**config.mk**
```make
export PLATFORM = sky130hd
export DESIGN_NAME = router_in_arbiter
export DESIGN_NICKNAME = d
export VERILOG_FILES = /design/src/rtl/router_in_arbiter.sv
export SDC_FILE = /design/constraint.sdc
export NUM_CORES = 1
export LEC_CHECK = 0
export CAP_MARGIN = 5
export CORE_ASPECT_RATIO = 2
export CORE_MARGIN = 4
export CORE_UTILIZATION = 40
export DETAILED_ROUTE_END_ITERATION = 10
export PLACE_DENSITY_LB_ADDON = 0.25
export SETUP_SLACK_MARGIN = 0.2
export SYNTH_ARGS = -nofsm -noshare
export SYNTH_HDL_FRONTEND = slang
export SYNTH_SLANG_ARGS = --single-unit
export TNS_END_PERCENT = 50
```
**constraint.sdc**
```tcl
create_clock -name clk -period 4.4 [get_ports clk]
set_clock_uncertainty 0.2 [all_clocks]
set_input_delay 0.88 -clock clk [delete_from_list [all_inputs] [get_ports clk]]
set_output_delay 0.88 -clock clk [all_outputs]
set_load 0.01 [all_outputs]
```
**src/rtl/router_in_arbiter.sv**
```systemverilog
// Round-robin arbiter that shares the router's single byte-wide input among
// NUM_SRC packet sources, granting one source for a whole framed packet.
module router_in_arbiter #(
    parameter int unsigned NUM_SRC = 3
) (
    input  logic                   clk,
    input  logic                   resetn,
    input  logic [NUM_SRC-1:0]     src_req,
    input  logic [NUM_SRC-1:0]     src_valid,
    input  logic [8*NUM_SRC-1:0]   src_data,
    output logic [NUM_SRC-1:0]     src_ready,
    output logic [NUM_SRC-1:0]     gnt,
    output logic [7:0]             rtr_data_in,
    output logic                   rtr_pkt_valid,
    input  logic                   rtr_busy,
    output logic                   pkt_done,
    output logic                   hdr_addr_err,
    output logic                   proto_err
);

    localparam int unsigned DATA_W = 8;
    localparam int unsigned CNT_W  = 6;
    localparam int unsigned IDX_W  = (NUM_SRC > 1) ? $clog2(NUM_SRC) : 1;

    typedef enum logic [1:0] {
        IDLE = 2'd0,
        HDR  = 2'd1,
        PAY  = 2'd2,
        PAR  = 2'd3
    } state_t;

    state_t               state_q, state_d;
    logic [NUM_SRC-1:0]   gnt_q, gnt_d;
    logic [IDX_W-1:0]     g_q, g_d;
    logic [IDX_W-1:0]     last_q, last_d;
    logic [CNT_W-1:0]     cnt_q, cnt_d;
    logic                 pkt_done_q, pkt_done_d;
    logic                 hdr_err_q, hdr_err_d;
    logic                 proto_q, proto_d;

    logic                 active;
    logic                 xfer;
    logic [DATA_W-1:0]    sel_data;
    logic                 sel_valid;
    logic [IDX_W-1:0]     cand;
    logic                 found;

    assign active = (state_q != IDLE);

    // One-hot mux of the granted source's byte and valid
    always_comb begin
        sel_data  = '0;
        sel_valid = 1'b0;
        for (int unsigned k = 0; k < NUM_SRC; k++) begin
            if (gnt_q[k]) begin
                sel_data  = src_data[k*DATA_W +: DATA_W];
                sel_valid = src_valid[k];
            end
        end
    end

    assign xfer          = active & sel_valid & ~rtr_busy;
    assign src_ready     = gnt_q & {NUM_SRC{active & ~rtr_busy}};
    assign rtr_data_in   = active ? sel_data : '0;
    assign rtr_pkt_valid = (state_q == HDR) || (state_q == PAY);

    assign gnt          = gnt_q;
    assign pkt_done     = pkt_done_q;
    assign hdr_addr_err = hdr_err_q;
    assign proto_err    = proto_q;

    // Next-state and registered-output logic
    always_comb begin
        state_d    = state_q;
        gnt_d      = gnt_q;
        g_d        = g_q;
        last_d     = last_q;
        cnt_d      = cnt_q;
        pkt_done_d = 1'b0;
        hdr_err_d  = 1'b0;
        proto_d    = proto_q | (active & ~rtr_busy & ~sel_valid);
        cand       = '0;
        found      = 1'b0;

        case (state_q)
            IDLE: begin
                for (int unsigned i = 1; i <= NUM_SRC; i++) begin
                    cand = IDX_W'((32'(last_q) + i) % NUM_SRC);
                    if (!found && src_req[cand]) begin
                        found   = 1'b1;
                        g_d     = cand;
                        gnt_d   = NUM_SRC'(1) << cand;
                        state_d = HDR;
                    end
                end
            end
            HDR: begin
                if (xfer) begin
                    cnt_d     = sel_data[7:2];
                    hdr_err_d = (sel_data[1:0] == 2'b11);
                    state_d   = (sel_data[7:2] == '0) ? PAR : PAY;
                end
            end
            PAY: begin
                if (xfer) begin
                    cnt_d = cnt_q - CNT_W'(1);
                    if (cnt_q == CNT_W'(1)) begin
                        state_d = PAR;
                    end
                end
            end
            PAR: begin
                if (xfer) begin
                    state_d    = IDLE;
                    gnt_d      = '0;
                    last_d     = g_q;
                    pkt_done_d = 1'b1;
                end
            end
            default: state_d = IDLE;
        endcase
    end

    always_ff @(posedge clk) begin
        if (!resetn) begin
            state_q    <= IDLE;
            gnt_q      <= '0;
            g_q        <= '0;
            last_q     <= IDX_W'(NUM_SRC - 1);
            cnt_q      <= '0;
            pkt_done_q <= 1'b0;
            hdr_err_q  <= 1'b0;
            proto_q    <= 1'b0;
        end else begin
            state_q    <= state_d;
            gnt_q      <= gnt_d;
            g_q        <= g_d;
            last_q     <= last_d;
            cnt_q      <= cnt_d;
            pkt_done_q <= pkt_done_d;
            hdr_err_q  <= hdr_err_d;
            proto_q    <= proto_d;
        end
    end

endmodule

```
---- After elaboration in Yosys (flattened, before gate mapping) ----
Index checks and enable logic that the tools add are counted.
storage, ports and cells
  bits in registers ....................... 18
  bits of input ports ..................... 33
  word-level logic and storage cells ...... 95
cells by class
  $add $sub $neg .......................... 4
  divide/modulo/power cells ............... 3
  $lt $le $gt $ge ......................... 3
  eq/ne operators ......................... 10
  shift-type cells ........................ 3
  mux-type cells .......................... 38
  bitwise logic cells ..................... 8
  reductions and logical operators ........ 18
operators with widths
  cell                   count
  $mod 32x2->32 const B  3
  $mux 8                 4
  $mux 2                 10
  $mux 1                 12
  $mux 3                 4
  $mux 6                 2
  $pmux 6 s2             1
  $lt 2x3->1 const B     3
  $reduce_and 3->1       3
  $shl 1x2->3 const A    3
  $pmux 2 s4             1
  $add 2x2->3 const B    2
  $bmux 1 s2             3
  $eq 2x2->1 const B     3
  $eq 6x1->1 const B     1
  $logic_not 6->1        1
  $ne 2x2->1 const B     3
  $pmux 3 s2             1
  $reduce_and 2->1       3
  $reduce_bool 2->1      3
  $sub 6x1->6 const B    1
  $reduce_and 5->1       1
  $and 1x1->1            4
  $ne 4x4->1 const B     1
  11 further kinds       14

---- Longest topological paths before layout ----
  word-level depth ........................ 14
  depth in mapped cells ................... 9

---- Least setup slack after synthesis ----
Ideal clock, no wire load.
  kind .................................... input-to-output
  start ................................... input src_data[15]
  end ..................................... output rtr_data_in[7]
  data arrival time ....................... 1.432 ns
  data required time ...................... 3.320 ns
  setup slack ............................. 1.888 ns
  cell stages on the path ................. 3
  buffers on the path ..................... 0
  path through ............................ a221oi_1 -> a21oi_1 -> and2_1
between the ends
  cells in the longest elaborated chain, start to end .. 3
ends and longest elaborated chain
  item                 line  source
  start, declared      10    input logic [8*NUM_SRC-1:0] src_data,
  $mux 8 (2 in a row)  55    if (gnt_q[k]) begin
  $mux 8               64    assign rtr_data_in = active ? sel_data : '0;
  end, declared        13    output logic [7:0] rtr_data_in,
No other way between the ends.

---- Worst setup path after layout ----
  start ................................... input src_data[10]
  end ..................................... output rtr_data_in[2]
Same word-level chain as after synthesis.

==> impl_metrics.tcl <==
set metrics [dict create \
    num-fill-cells 346 \
    crit_path_end_kind "primary output" \
    initial_core_util_pct 41.5 \
    seq_area_um2 360 \
    r2r_slack_ps 1720 \
    htree_levels 1 \
    drc_errors 0 \
    cts_root_buf "clkbuf_8" \
    antenna_cells 0 \
    rsz0062_at_grt "no" \
    synth_fa_ha_area_share_pct 8.82 \
    synthArstFlopShare_pct 0 \
    synth_top_area_share_pct 25.4 \
    numPortBuffers 50 \
    synth_xor_area_share_pct 0 \
    instances_no_fill 283 \
    r2r_cells 8 \
    power.switching_uw 365 \
    finalPower_uw 879 \
    placed_area_mm2 0.00194 \
    synth_edf_count 0 \
    p_seq_share_pct 25.6 \
    synthFlopType "dfxtp_1" \
    core_mm2 0.00342 \
    power_density_mw_per_mm2 441 \
    grt.overflow.total 0 \
    routedWlPerCell_um 15.2 \
    dpl.cell_count 279 \
    num-nets-final 279 \
    clkTransAtPathRegs_ps 70 \
    area_growth_syn_to_layout_pct 40.7 \
    grt_max_degree 18 \
    syn_area_mm2 0.00142 \
    clockBufferDepth 2 \
    clkSinkCount 18 \
    ant_nets 0 \
    die_x_um 50.1 \
    rows 30 \
    grt_usage_pct 18.9 \
    fin_crit_sh_pct 79.6 \
    synth_cell_type_count 46 \
    yosysMostFrequentCell "nor2_1" \
    status "completed" \
    leakage_uw 0.000758 \
    max-slew-margin-rel_pct 56.4 \
    dieArea_mm2 0.00462 \
    place_hpwl_um 3430 \
    netlist_instances 189 \
    yosysWarnings 0 \
    drt_wl_total_um 4310 \
    required_ps 3320 \
    cts_buffers 3 \
    yosysTopAreaCell "dfxtp_1" \
    cts_resized 0 \
    insertion_delay_ps 250 \
    hp-class "reg2reg" \
    p_int_uw 514 \
    yosys-top-cells-count "nor2_1, dfxtp_1, inv_1, nand2_1" \
    multi_input_area_um2 952 \
    first_pass_iters 4 \
    hold_buffers 0 \
    crit_type "in2out" \
    synth_fp_nets 232 \
    synth_top_family_by_area "compound AO/OA/AOI/OAI gates" \
    gp_congestion 0.865 \
    io_pins 51 \
    synth_compound_area_share_pct 32.6 \
    r2r_start "state_q[0]$_SDFFE_PN0P_" \
    crit_path_max_fanout 3 \
    viasPerCell 5.47 \
    fin_area_mm2 0.00200 \
    antenna_found_initial 0 \
    arrival_ps 2420 \
    ys_seq_area_share_pct 25.4 \
    max_freq_ghz 0.285 \
    clkPwrFrac_pct 15.9 \
    r2r_end "state_q[0]$_SDFFE_PN0P_" \
    peakVddDrop_v 0.000243 \
    vias 1549 \
    synth_mux_area_share_pct 3.00 \
    die_h_um 92.2 \
    worst_slew_pin_slew_ps 653 \
    fin_crit_ps 3500 \
    hold_violations 0 \
    drv_cap 0 \
    slew_viol_final 0 \
    avgSynthCellArea_um2 7.51 \
    synth_seq_cells 18 \
    fin_setup_tns_ps 0 \
    grt_pass1_wl_um 6930 \
    critPathLaunchType "primary input" \
    drive_above_1_share_pct 4.68 \
    synthTopCellsByArea "dfxtp_1, ha_1, nor2_1" \
    combPwrFrac_pct 58.6 \
    cts_tree "done" \
    worstHoldStart "g_q[0]$_SDFFE_PN0P_" \
    setup_violations 0 \
    switching_share_pct 41.5 \
    grt_pass1_vias 1599 \
    holdPathStages 2 \
    whs_endpoint "g_q[0]$_SDFFE_PN0P_" \
    cts_setup_buffers 0 \
    yosys.area_share.simple_pct 22.7 \
    drt_iter0_drc 26 \
]
state kept, by name, summed over array words and instances (netlist names):
name / flops
last_q: 2
proto_err: 1
pkt_done: 1
hdr_addr_err: 1
state_q: 2
gnt: 3
g_q: 2
cnt_q: 6
power groups by stage:
stage / Combinational [uW] / Sequential, uW / Clock (uW)
global placement: 512 / 229 / 0
global route: 568 / 230 / 148
detailed placement: 514 / 229 / 0
finish: 515 / 225 / 140
CTS: 518 / 225 / 144
floorplan: 345 / 218 / 0
final cells by class:
class / instances / area share [%]
multi-input cells: 145 / 47.7
repair buffers: 50 / 25.1
flip-flops and latches: 18 / 18.1
inverters: 18 / 3.39
well taps: 48 / 3.01
clock buffers: 4 / 2.76
routing by layer:
metal / routed length [um] / GRT usage (%)
met1: 1570 / 17.8
met2: 2490 / 36.7
met3: 143 / 3.09
met4: 112 / 9.93
met5: 0 / 0
layout by cell type, fill, tap and decap left out, types with 3 or more instances in the layout:
| master | n |
|---|---|
| a32o_1 | 3 |
| ha_1 | 10 |
| a221o_1 | 5 |
| a21oi_1 | 14 |
| clkdlybuf4s50_1 | 50 |
| nor2_1 | 21 |
| clkbuf_8 | 4 |
| nand2_1 | 17 |
| a221oi_1 | 4 |
| inv_1 | 17 |
| o21ai_0 | 14 |
| a211oi_1 | 4 |
| o22ai_1 | 4 |
| and2_1 | 5 |
| dfxtp_1 | 18 |
| nand3_1 | 4 |
worst max-delay path: stages:
cell             delay, ps
clkdlybuf4s50_1        410
a221o_1                340
o21ai_0                210
nor2_1                  90
clkdlybuf4s50_1        500
cell families after synthesis:
family,Yosys count
multiplexers,4
adder cells (fa/ha/maj),10
AND/OR/NAND/NOR,66
AO/OA/AOI/OAI,65
buffers and inverters,26
flip-flops,18
worst max-delay path by stage:
stage	start	endpoint	slack, ps	depth (start not counted)
detailed placement	src_data[10]	rtr_data_in[2]	900	5
finish	src_data[10]	rtr_data_in[2]	900	5
global route	gnt[1]$_SDFFE_PN0P_	rtr_data_in[3]	810	5
floorplan	src_data[15]	rtr_data_in[7]	1890	3
CTS	src_data[10]	rtr_data_in[2]	890	5
global placement	src_data[10]	rtr_data_in[2]	880	5
per-stage QoR:
stage | util (%) | hold slack, ps | setup WS (ps)
2_1_floorplan | - | 244 | 1890
3_3_place_gp | 56.8 | 260 | 885
3_5_place_dp | 56.8 | 265 | 896
4_1_cts | 58.4 | 275 | 890
5_1_grt | 58.4 | 303 | 808
6_report | 58.4 | 271 | 896
Note: power is estimated with default switching activity, not from simulation.
